**config.mk**
```make
export PLATFORM = sky130hd
export DESIGN_NAME = vga_sync_gen
export DESIGN_NICKNAME = d
export VERILOG_FILES = /design/src/rtl/vga_sync_gen.sv
export SDC_FILE = /design/constraint.sdc
export NUM_CORES = 1
export LEC_CHECK = 0
export CAP_MARGIN = 20
export CORE_ASPECT_RATIO = 1.25
export CORE_MARGIN = 3
export CORE_UTILIZATION = 45
export CTS_CLUSTER_SIZE = 24
export DETAILED_ROUTE_END_ITERATION = 10
export GPL_TIMING_DRIVEN = 0
export PLACE_DENSITY = 0.75
export SETUP_SLACK_MARGIN = 0.02
export SYNTH_ARGS = -nofsm -noshare
export SYNTH_HDL_FRONTEND = slang
export SYNTH_SLANG_ARGS = --single-unit
```
**constraint.sdc**
```tcl
create_clock -name clk -period 5.6 [get_ports clk]
set_input_delay 1.12 -clock clk [delete_from_list [all_inputs] [get_ports clk]]
set_output_delay 1.12 -clock clk [all_outputs]
set_load 0.1 [all_outputs]
```
**src/rtl/vga_sync_gen.sv**
```systemverilog
// rtl/vga_sync_gen.sv - VGA raster counter with registered sync, blank and frame-stable mode outputs.
module vga_sync_gen #(
    parameter int H_VIEW  = 640,
    parameter int H_FRONT = 16,
    parameter int H_SYNC  = 96,
    parameter int H_BACK  = 48,
    parameter int V_VIEW  = 480,
    parameter int V_FRONT = 10,
    parameter int V_SYNC  = 2,
    parameter int V_BACK  = 33
) (
    input  logic       clk,
    input  logic       reset,
    input  logic [7:0] i_mode,
    output logic [9:0] hpos,
    output logic [9:0] vpos,
    output logic       hsync,
    output logic       vsync,
    output logic       hblank,
    output logic       vblank,
    output logic       visible,
    output logic       new_line,
    output logic       new_frame,
    output logic [7:0] frame,
    output logic [7:0] mode
);

    localparam int H_TOTAL = H_VIEW + H_FRONT + H_SYNC + H_BACK;
    localparam int V_TOTAL = V_VIEW + V_FRONT + V_SYNC + V_BACK;

    localparam logic [9:0] H_LAST   = 10'(H_TOTAL - 1);
    localparam logic [9:0] V_LAST   = 10'(V_TOTAL - 1);
    localparam logic [9:0] H_VIS    = 10'(H_VIEW);
    localparam logic [9:0] V_VIS    = 10'(V_VIEW);
    localparam logic [9:0] HS_START = 10'(H_VIEW + H_FRONT);
    localparam logic [9:0] HS_END   = 10'(H_VIEW + H_FRONT + H_SYNC);
    localparam logic [9:0] VS_START = 10'(V_VIEW + V_FRONT);
    localparam logic [9:0] VS_END   = 10'(V_VIEW + V_FRONT + V_SYNC);

    logic       h_wrap;
    logic       v_wrap;
    logic       frame_start;
    logic [9:0] h_next;
    logic [9:0] v_next;

    // Decodes are computed from the next counter values so every registered
    // output lines up with the hpos/vpos it is presented alongside.
    always_comb begin
        h_wrap      = (hpos == H_LAST);
        v_wrap      = (vpos == V_LAST);
        frame_start = h_wrap && v_wrap;
        h_next      = h_wrap ? 10'd0 : hpos + 10'd1;
        v_next      = vpos;
        if (h_wrap) begin
            v_next = v_wrap ? 10'd0 : vpos + 10'd1;
        end
    end

    always_ff @(posedge clk or posedge reset) begin
        if (reset) begin
            hpos      <= 10'd0;
            vpos      <= 10'd0;
            hsync     <= 1'b1;
            vsync     <= 1'b1;
            hblank    <= 1'b0;
            vblank    <= 1'b0;
            visible   <= 1'b1;
            new_line  <= 1'b0;
            new_frame <= 1'b0;
            frame     <= 8'd0;
            mode      <= 8'd0;
        end else begin
            hpos      <= h_next;
            vpos      <= v_next;
            hsync     <= !((h_next >= HS_START) && (h_next < HS_END));
            vsync     <= !((v_next >= VS_START) && (v_next < VS_END));
            hblank    <= (h_next >= H_VIS);
            vblank    <= (v_next >= V_VIS);
            visible   <= (h_next < H_VIS) && (v_next < V_VIS);
            new_line  <= h_wrap;
            new_frame <= frame_start;
            if (frame_start) begin
                frame <= frame + 8'd1;
                mode  <= i_mode;
            end
        end
    end

endmodule

```
==> Flow_metrics.wiki, run 1 <==
{| class="wikitable"
! Metric !! Value
|-
| CTS HTree Levels || 2
|-
| Routed Wire Length || 4420 um
|-
| Sequence of cells on the critical path || clkdlybuf4s50_1
|-
| Cts hold-fix bufs || 0
|-
| DIE AREA || 5380 sq um
|-
| LEAKAGE || 1.17 nW
|-
| Total via count after detailed routing || 1582
|-
| Post CTS Setup Buffer Count || 0
|-
| Post-route fraction of the period consumed by the critical path || 55.7%
|-
| Synth-to-layout area growth || 33.1%
|-
| Ratio of total power to cell area || 190 nW/um^2
|-
| Design internal power || 0.403 mW
|-
| Placed cells || 287
|-
| Part of the power in the clock network || 37.4%
|-
| Final std cell area, no fill || 2720 sq um
|-
| Buffer levels on the longest clock path || 2
|-
| Chip width || 66.2 um
|-
| Share of synthesized flip-flops with an asynchronous set or reset || 100%
|-
| CP Launch Point || vpos[1]
|-
| Sw Share || 21.7%
|-
| Most common cell after layout, fill and taps aside || clkdlybuf4s50_1
|-
| Critical Path Fanout Max || 9
|-
| Netlist Area Pre-Place || 2040 sq um
|-
| Nature of the critical path startpoint || register
|-
| Clock net sink count || 43
|-
| Total count of hold-check failures in the final report || 0
|-
| Data arrival at the endpoint of the critical path || 2.00 ns
|-
| Clock tree from TritonCTS || yes
|-
| Ratio of cells with drive above 1 in the final layout || 13.8%
|-
| Number of antenna violations at the first check in global routing || 0
|-
| Number of register bits inferred by synthesis || 43
|-
| First-pass DRT Iterations || 4
|-
| Skew final || 0.00448 ns
|-
| Synth top area share || 49.0%
|-
| Worst skew pair latency || 0.29 ns
|-
| Combinational Power Share || 2.3%
|-
| Ratio of routed vias to standard cells || 5.36
|-
| Max-cap violation count || 0
|-
| Post-CTS resize count || 0
|-
| Setup Viol. Count Final || 0
|-
| Sequential share of the synthesized area || 52.9%
|-
| Worst slew margin || 30.9%
|-
| Cells after Synth || 179
|-
| HP Class || register to register
|-
| Starting Density || 48.3%
|-
| Actual slew at the worst max-slew pin || 1.03 ns
|-
| Synthesized area per cell || 11.4 sq um
|-
| Floorplan core area || 4230 sq um
|-
| Proportion of power drawn by flip-flops and latches || 60.3%
|-
| Total power || 0.515 mW
|-
| CP max-delay cell || clkdlybuf4s50_1
|-
| Layout Utilization || 64.2%
|-
| Main area contributors after synthesis || dfrtp_1 49%, xnor2_1 6.0%, mux2_2 5.0%
|-
| Source of the worst hold timing path || frame[7]
|-
| Clock slew at reported path FFs || 0.08 ns
|-
| Non-filler cells, final || 295
|-
| Pins Over Slew Limit || 0
|-
| Placed Instance Area || 2630 sq um
|-
| Root buffer cell || clkbuf_8
|-
| Outcome || complete, no violations
|-
| Residual DRC || 0
|-
| Max Clock Freq || 321 MHz
|-
| Number of antenna repair diodes || 0
|-
| Final Net Count || 253
|-
| Avg WL per Cell || 15.0 um
|-
| Gr usage total || 18.4%
|-
| First DRT Iteration DRCs || 61
|-
| Std cell rows || 26
|-
| Critical Path RT || 4.48 ns
|-
| Total of warnings raised by yosys || 0
|-
| Chip height || 81.3 um
|-
| Detailed Place HPWL || 3210 um
|-
| Dominant synthesized flop cell || dfrtp_1
|-
| Critical path's largest stage delay || 1.19 ns
|-
| Routability congestion estimate || 0.857
|-
| CP Capture Type || primary output
|-
| Pin count of the biggest net entering global routing || 44
|-
| I/O Buffers || 52
|-
| TritonCTS Buffers || 5
|-
| Sum of buffers and inverters on the critical path || 1
|-
| Final critical-path required period || 3.12 ns
|-
| Dominant delay contributor by cell family on the critical path || buffers and inverters
|-
| Number of global-route vias before repair || 1557
|-
| Worst Path Class, Setup || register to primary output
|-
| Peak supply drop || 0.123 mV
|-
| Switching power summed over all nets || 0.112 mW
|-
| Synth cell types || 44
|-
| Worst R2R Start || hpos[0]
|-
| Top Ports || 53
|-
| Post-synth EDFFs || 0
|-
| Synthesized netlist net count || 194
|-
| Setup repair after global routing missed its margin || false
|-
| Top library cells by usage in the layout, fill and taps aside || 52 x clkdlybuf4s50_1, 40 x dfrtp_1, 14 x xnor2_1
|-
| Post-route ant nets || 0
|-
| Overflow left after global routing || 0
|-
| Post-synthesis cell type with the largest combined area || dfrtp_1
|-
| First-pass GRT wire length || 7600 um
|-
| Setup tns final || 0 ns
|}
==> sequential cells by signal (all words and copies together), names as in the netlist <==
name	count
vblank	1
hsync	1
hblank	1
frame	8
new_frame	1
vpos	10
new_line	1
visible	1
mode	8
hpos	10
vsync	1
==> power groups by stage <==
stage	combinational, mW	clock [mW]	sequential, mW
6_report	0.0120	0.193	0.310
3_3_place_gp	0.0122	0	0.316
3_5_place_dp	0.0126	0	0.316
5_1_grt	0.0136	0.215	0.310
2_1_floorplan	0.00458	0	0.316
4_1_cts	0.0127	0.200	0.310
==> metal layers <==
layer  track usage (%)  share of wire [%]  up-vias
li1                  -                  -      756
met1              22.7                 43      776
met2              30.3                 51       42
met3              5.81                4.8        8
met4              6.50                1.9        0
met5                 0                  0        -
==> worst paths after layout <==
check,end,slack [ns],cells past startpoint
hold reg to reg,frame[7],0.50,1
max in group asynchronous,vpos[2],3.73,2
min in group asynchronous,mode[7],1.32,2
hold / removal,frame[7],0.50,1
setup reg to reg,mode[3],3.02,7
setup / recovery,vpos[1],2.48,1
==> kinds of logic after synthesis <==
logic type               after synthesis  share of synthesized area, %
AO/OA/AOI/OAI                         17                          6.62
XOR/XNOR                              20                          8.58
adder cells (fa/ha/maj)                5                          3.07
buffers and inverters                 16                          3.31
flip-flops                            43                          52.9
multiplexers                          10                          5.46
AND/OR/NAND/NOR                       68                          20.0
==> synthesized netlist by cell type (4+ instances only) <==
cell type and number:
clkbuf_1 4, dfrtp_1 40, ha_1 5, inv_1 7, mux2_2 9, nand2_1 8, nand3_1 10, nand4_1 13
nor2_1 11, nor3_1 4, o21ai_0 4, xnor2_1 14, xor2_1 6
==> per-stage QoR <==
stage	hold WS (ns)	setup slack (ns)
2_1_floorplan	1.01	2.62
3_3_place_gp	0.465	2.61
6_report	0.496	2.48
5_1_grt	0.502	2.44
3_5_place_dp	0.483	2.82
4_1_cts	0.498	2.48
==> area by class of cell <==
class,instances,area [sq um]
multi-input cells,120,893
inverters,7,26.3
fillers,362,1510
plain buffers,9,41.3
repair buffers,52,520
well taps,56,70.1
clock inverters,2,12.5
flip-flops and latches,43,1080
clock buffers,6,72.6
No activity file was read; power rests on OpenSTA's default activity.
==> run 2, diff against run 1 <==
==> constraint.sdc (replaced) <==
create_clock -name clk -period 3.23 [get_ports clk]
set_input_delay 0.646 -clock clk [delete_from_list [all_inputs] [get_ports clk]]
set_output_delay 0.646 -clock clk [all_outputs]
set_load 0.1 [all_outputs]
==> results of run 2 <==
The final DEF is identical to that of run 1. Status: complete, no violations.
Main changes from that run: setup slack after placement 2.82 ns -> 0.686 ns; setup slack after layout 2.48 ns -> 0.584 ns; register-to-register setup slack 3.02 ns -> 0.65 ns; total power 0.515 mW -> 0.893 mW; worst IR drop on VDD 0.123 mV -> 0.214 mV
==> run 3, diff against run 2 <==
--- a/config.mk
+++ b/config.mk
@@ -8,11 +8,11 @@
 export CAP_MARGIN = 20
 export CORE_ASPECT_RATIO = 1.25
 export CORE_MARGIN = 3
-export CORE_UTILIZATION = 45
+export CORE_UTILIZATION = 44
 export CTS_CLUSTER_SIZE = 24
 export DETAILED_ROUTE_END_ITERATION = 10
 export GPL_TIMING_DRIVEN = 0
-export PLACE_DENSITY = 0.75
+export PLACE_DENSITY = 0.76
 export SETUP_SLACK_MARGIN = 0.02
 export SYNTH_ARGS = -nofsm -noshare
 export SYNTH_HDL_FRONTEND = slang
==> constraint.sdc (replaced) <==
create_clock -name clk -period 2.2 [get_ports clk]
set_input_delay 0.44 -clock clk [delete_from_list [all_inputs] [get_ports clk]]
set_output_delay 0.44 -clock clk [all_outputs]
set_load 0.1 [all_outputs]
==> run 3 against run 2 <==
Compared with the run above:
- the flow now finishes with violations (setup timing)
- critical path depth grew 5
- worst hold slack lost 0.022 ns
- largest power group unchanged
- register-to-register slack lost 0.66 ns
- highest routed layer unchanged
- worst setup slack lost 0.59 ns
==> Flow_metrics.wiki, run 3 (synthesis results as in run 1) <==
{| class="wikitable"
! Metric !! Value
|-
| Outcome || finished, violations left
|-
| Failing checks || setup timing
|-
| Worst skew pair latency || 0.29 ns (about the same)
|-
| TritonCTS Buffers || 5 (unchanged)
|-
| Pins Over Slew Limit || 0 (unchanged)
|-
| Design internal power || 1.26 mW
|-
| Gr usage total || 17.7% (-0.67 points)
|-
| Combinational Power Share || 2.0% (-0.3 points)
|-
| Clock net sink count || 43 (unchanged)
|-
| Post-route ant nets || 0 (unchanged)
|-
| I/O Buffers || 52 (unchanged)
|-
| Total count of hold-check failures in the final report || 0 (unchanged)
|-
| CTS HTree Levels || 2 (unchanged)
|-
| Cts hold-fix bufs || 0 (unchanged)
|-
| Setup ws final || -0.00890 ns
|-
| Routability congestion estimate || 0.823 (-3.9%)
|-
| Final Net Count || 275 (+8.7%)
|-
| Total via count after detailed routing || 1736 (+9.7%)
|-
| Clock tree from TritonCTS || yes
|-
| Setup Viol. Count Final || 2 (+2)
|-
| Number of global-route vias before repair || 1545 (-0.77%)
|-
| Routed Wire Length || 5090 um (+15%)
|-
| DIE AREA || 5500 sq um (+2.1%)
|-
| Final critical-path required period || 2.21 ns
|-
| CP Capture Type || register
|-
| Nature of the critical path startpoint || register
|-
| Pin count of the biggest net entering global routing || 44 (unchanged)
|-
| HP Class || register to register
|-
| Ratio of cells with drive above 1 in the final layout || 33.3% (+20 points)
|-
| Worst Path Class, Setup || register to register
|-
| Part of the power in the clock network || 46.4% (+9.0 points)
|-
| Std cell rows || 27 (+3.8%)
|-
| Actual slew at the worst max-slew pin || 0.996 ns (-0.0369 ns)
|-
| Synth-to-layout area growth || 51.9%
|-
| Ratio of routed vias to standard cells || 5.44 (+1.5%)
|-
| Layout Utilization || 70.1% (+5.8 points)
|-
| LEAKAGE || 1.48 nW (+27%)
|-
| Top library cells by usage in the layout, fill and taps aside || 40 x dlygate4sd2_1, 22 x dfrtp_1, 22 x buf_4
|-
| Switching power summed over all nets || 0.274 mW
|-
| Overflow left after global routing || 0 (unchanged)
|-
| Buffer levels on the longest clock path || 2 (unchanged)
|-
| Setup tns final || -0.0152 ns (-0.0152 ns)
|-
| Clock slew at reported path FFs || 0.08 ns (about the same)
|-
| Avg WL per Cell || 16.0 um (+6.5%)
|-
| Residual DRC || 0 (unchanged)
|-
| Largest registers ranked by flip-flop count || hpos x10, vpos x10
|-
| First-pass DRT Iterations || 4 (unchanged)
|-
| Post-route fraction of the period consumed by the critical path || 100%
|-
| Proportion of power drawn by flip-flops and latches || 51.6% (-8.7 points)
|-
| Number of antenna violations at the first check in global routing || 0 (unchanged)
|-
| Peak supply drop || 0.403 mV
|-
| Chip width || 66.9 um (+1.0%)
|-
| Ratio of total power to cell area || 494 nW/um^2
|-
| Depth of the worst register-to-register path || 6 (-1)
|-
| Most common cell after layout, fill and taps aside || dlygate4sd2_1
|-
| Min-Delay Path Depth || 1 (unchanged)
|-
| First-pass GRT wire length || 7330 um (-3.4%)
|-
| Sw Share || 17.9%
|-
| Max-cap violation count || 0 (unchanged)
|-
| Top Ports || 53 (unchanged)
|-
| Data arrival at the endpoint of the critical path || 2.38 ns (+0.38 ns)
|-
| Critical Path RT || 2.37 ns
|-
| Total power || 1.53 mW
|-
| Setup repair after global routing missed its margin || true
|-
| Max Clock Freq || 453 MHz
|-
| Starting Density || 46.1% (-2.1 points)
|-
| Detailed Place HPWL || 3150 um (-1.8%)
|-
| Setup Slack @ Placement || -0.0164 ns
|-
| Floorplan core area || 4430 sq um (+4.6%)
|-
| Worst slew margin || 33.9% (+2.9 points)
|-
| Number of antenna repair diodes || 0 (unchanged)
|-
| Root buffer cell || clkbuf_8
|-
| Skew final || 0.00444 ns (-0.0000436 ns)
|-
| First DRT Iteration DRCs || 116 (+90%)
|-
| Chip height || 82.1 um (+1.0%)
|-
| Critical Path Fanout Max || 4 (-5)
|}
==> run 3: cell types whose count changed in the layout (fill, tap and decap cells not counted), sizes merged <==
cell | previous run | this run
buf | 5 | 28
dlygate4sd2 | 0 | 40
clkinv | 1 | 0
bufinv | 0 | 2
clkinvlp | 1 | 0
clkdlybuf4s50 | 52 | 9
clkdlybuf4s15 | 0 | 2
==> run 3: per-layer routing <==
layer	vias up	global-route usage, %	share of wire, %
met1	857	22.4	42
met2	61	30.1	52
li1	802	-	-
met5	-	0	0
met3	16	4.19	4.1
met4	0	5.48	2.5
==> run 3: through the flow <==
step                hold WS, ns  std cells  cell area, sq um
finish                    0.474        319              3100
global route              0.485        319              3100
CTS                       0.474        302              2900
detailed placement        0.468        289              2760
global placement          0.468        289              2760
floorplan                 0.588        179              2170
==> run 3: power by group through the flow <==
stage / clock (mW) / combinational, mW / sequential (mW)
2_1_floorplan: 0 / 0.0118 / 0.806
3_3_place_gp: 0 / 0.0314 / 0.806
3_5_place_dp: 0 / 0.0318 / 0.806
4_1_cts: 0.719 / 0.0320 / 0.789
5_1_grt: 0.754 / 0.0353 / 0.790
6_report: 0.711 / 0.0308 / 0.790
==> run 3: layout make-up <==
cell class	count	area [sq um]
plain buffers	9	76.3
clock buffers	6	72.6
clock inverters	2	60.1
fillers	316	1330
inverters	7	31.3
multi-input cells	120	1030
flip-flops and latches	43	1120
well taps	58	72.6
repair buffers	74	637
==> run 3: critical path, cell delays in order (launching register included) <==
cell and delay, ns:
dfrtp_4 0.50, or3_4 0.42, buf_6 0.13, nor4_4 0.28, mux2i_1 0.15, o311a_4 0.35
or2_1 0.25
==> run 3: worst paths after layout <==
path	startpoint	slack, ns	end
worst max register to register	hpos[6]	-0.009	vblank
worst min-delay path	frame[7]	0.47	frame[7]
max in group asynchronous	reset	0.93	hpos[8]
worst max-delay path	hpos[6]	-0.009	vblank
min in group asynchronous	reset	0.64	mode[0]
worst min register to register	frame[7]	0.47	frame[7]
==> run 3: timing repair <==
action                                  CTS  global route
pin swaps                                 4             8
gates cloned                              0             0
buffers inserted                          5            17
endpoints found under the setup margin   54            17
gates resized for setup                  48            16
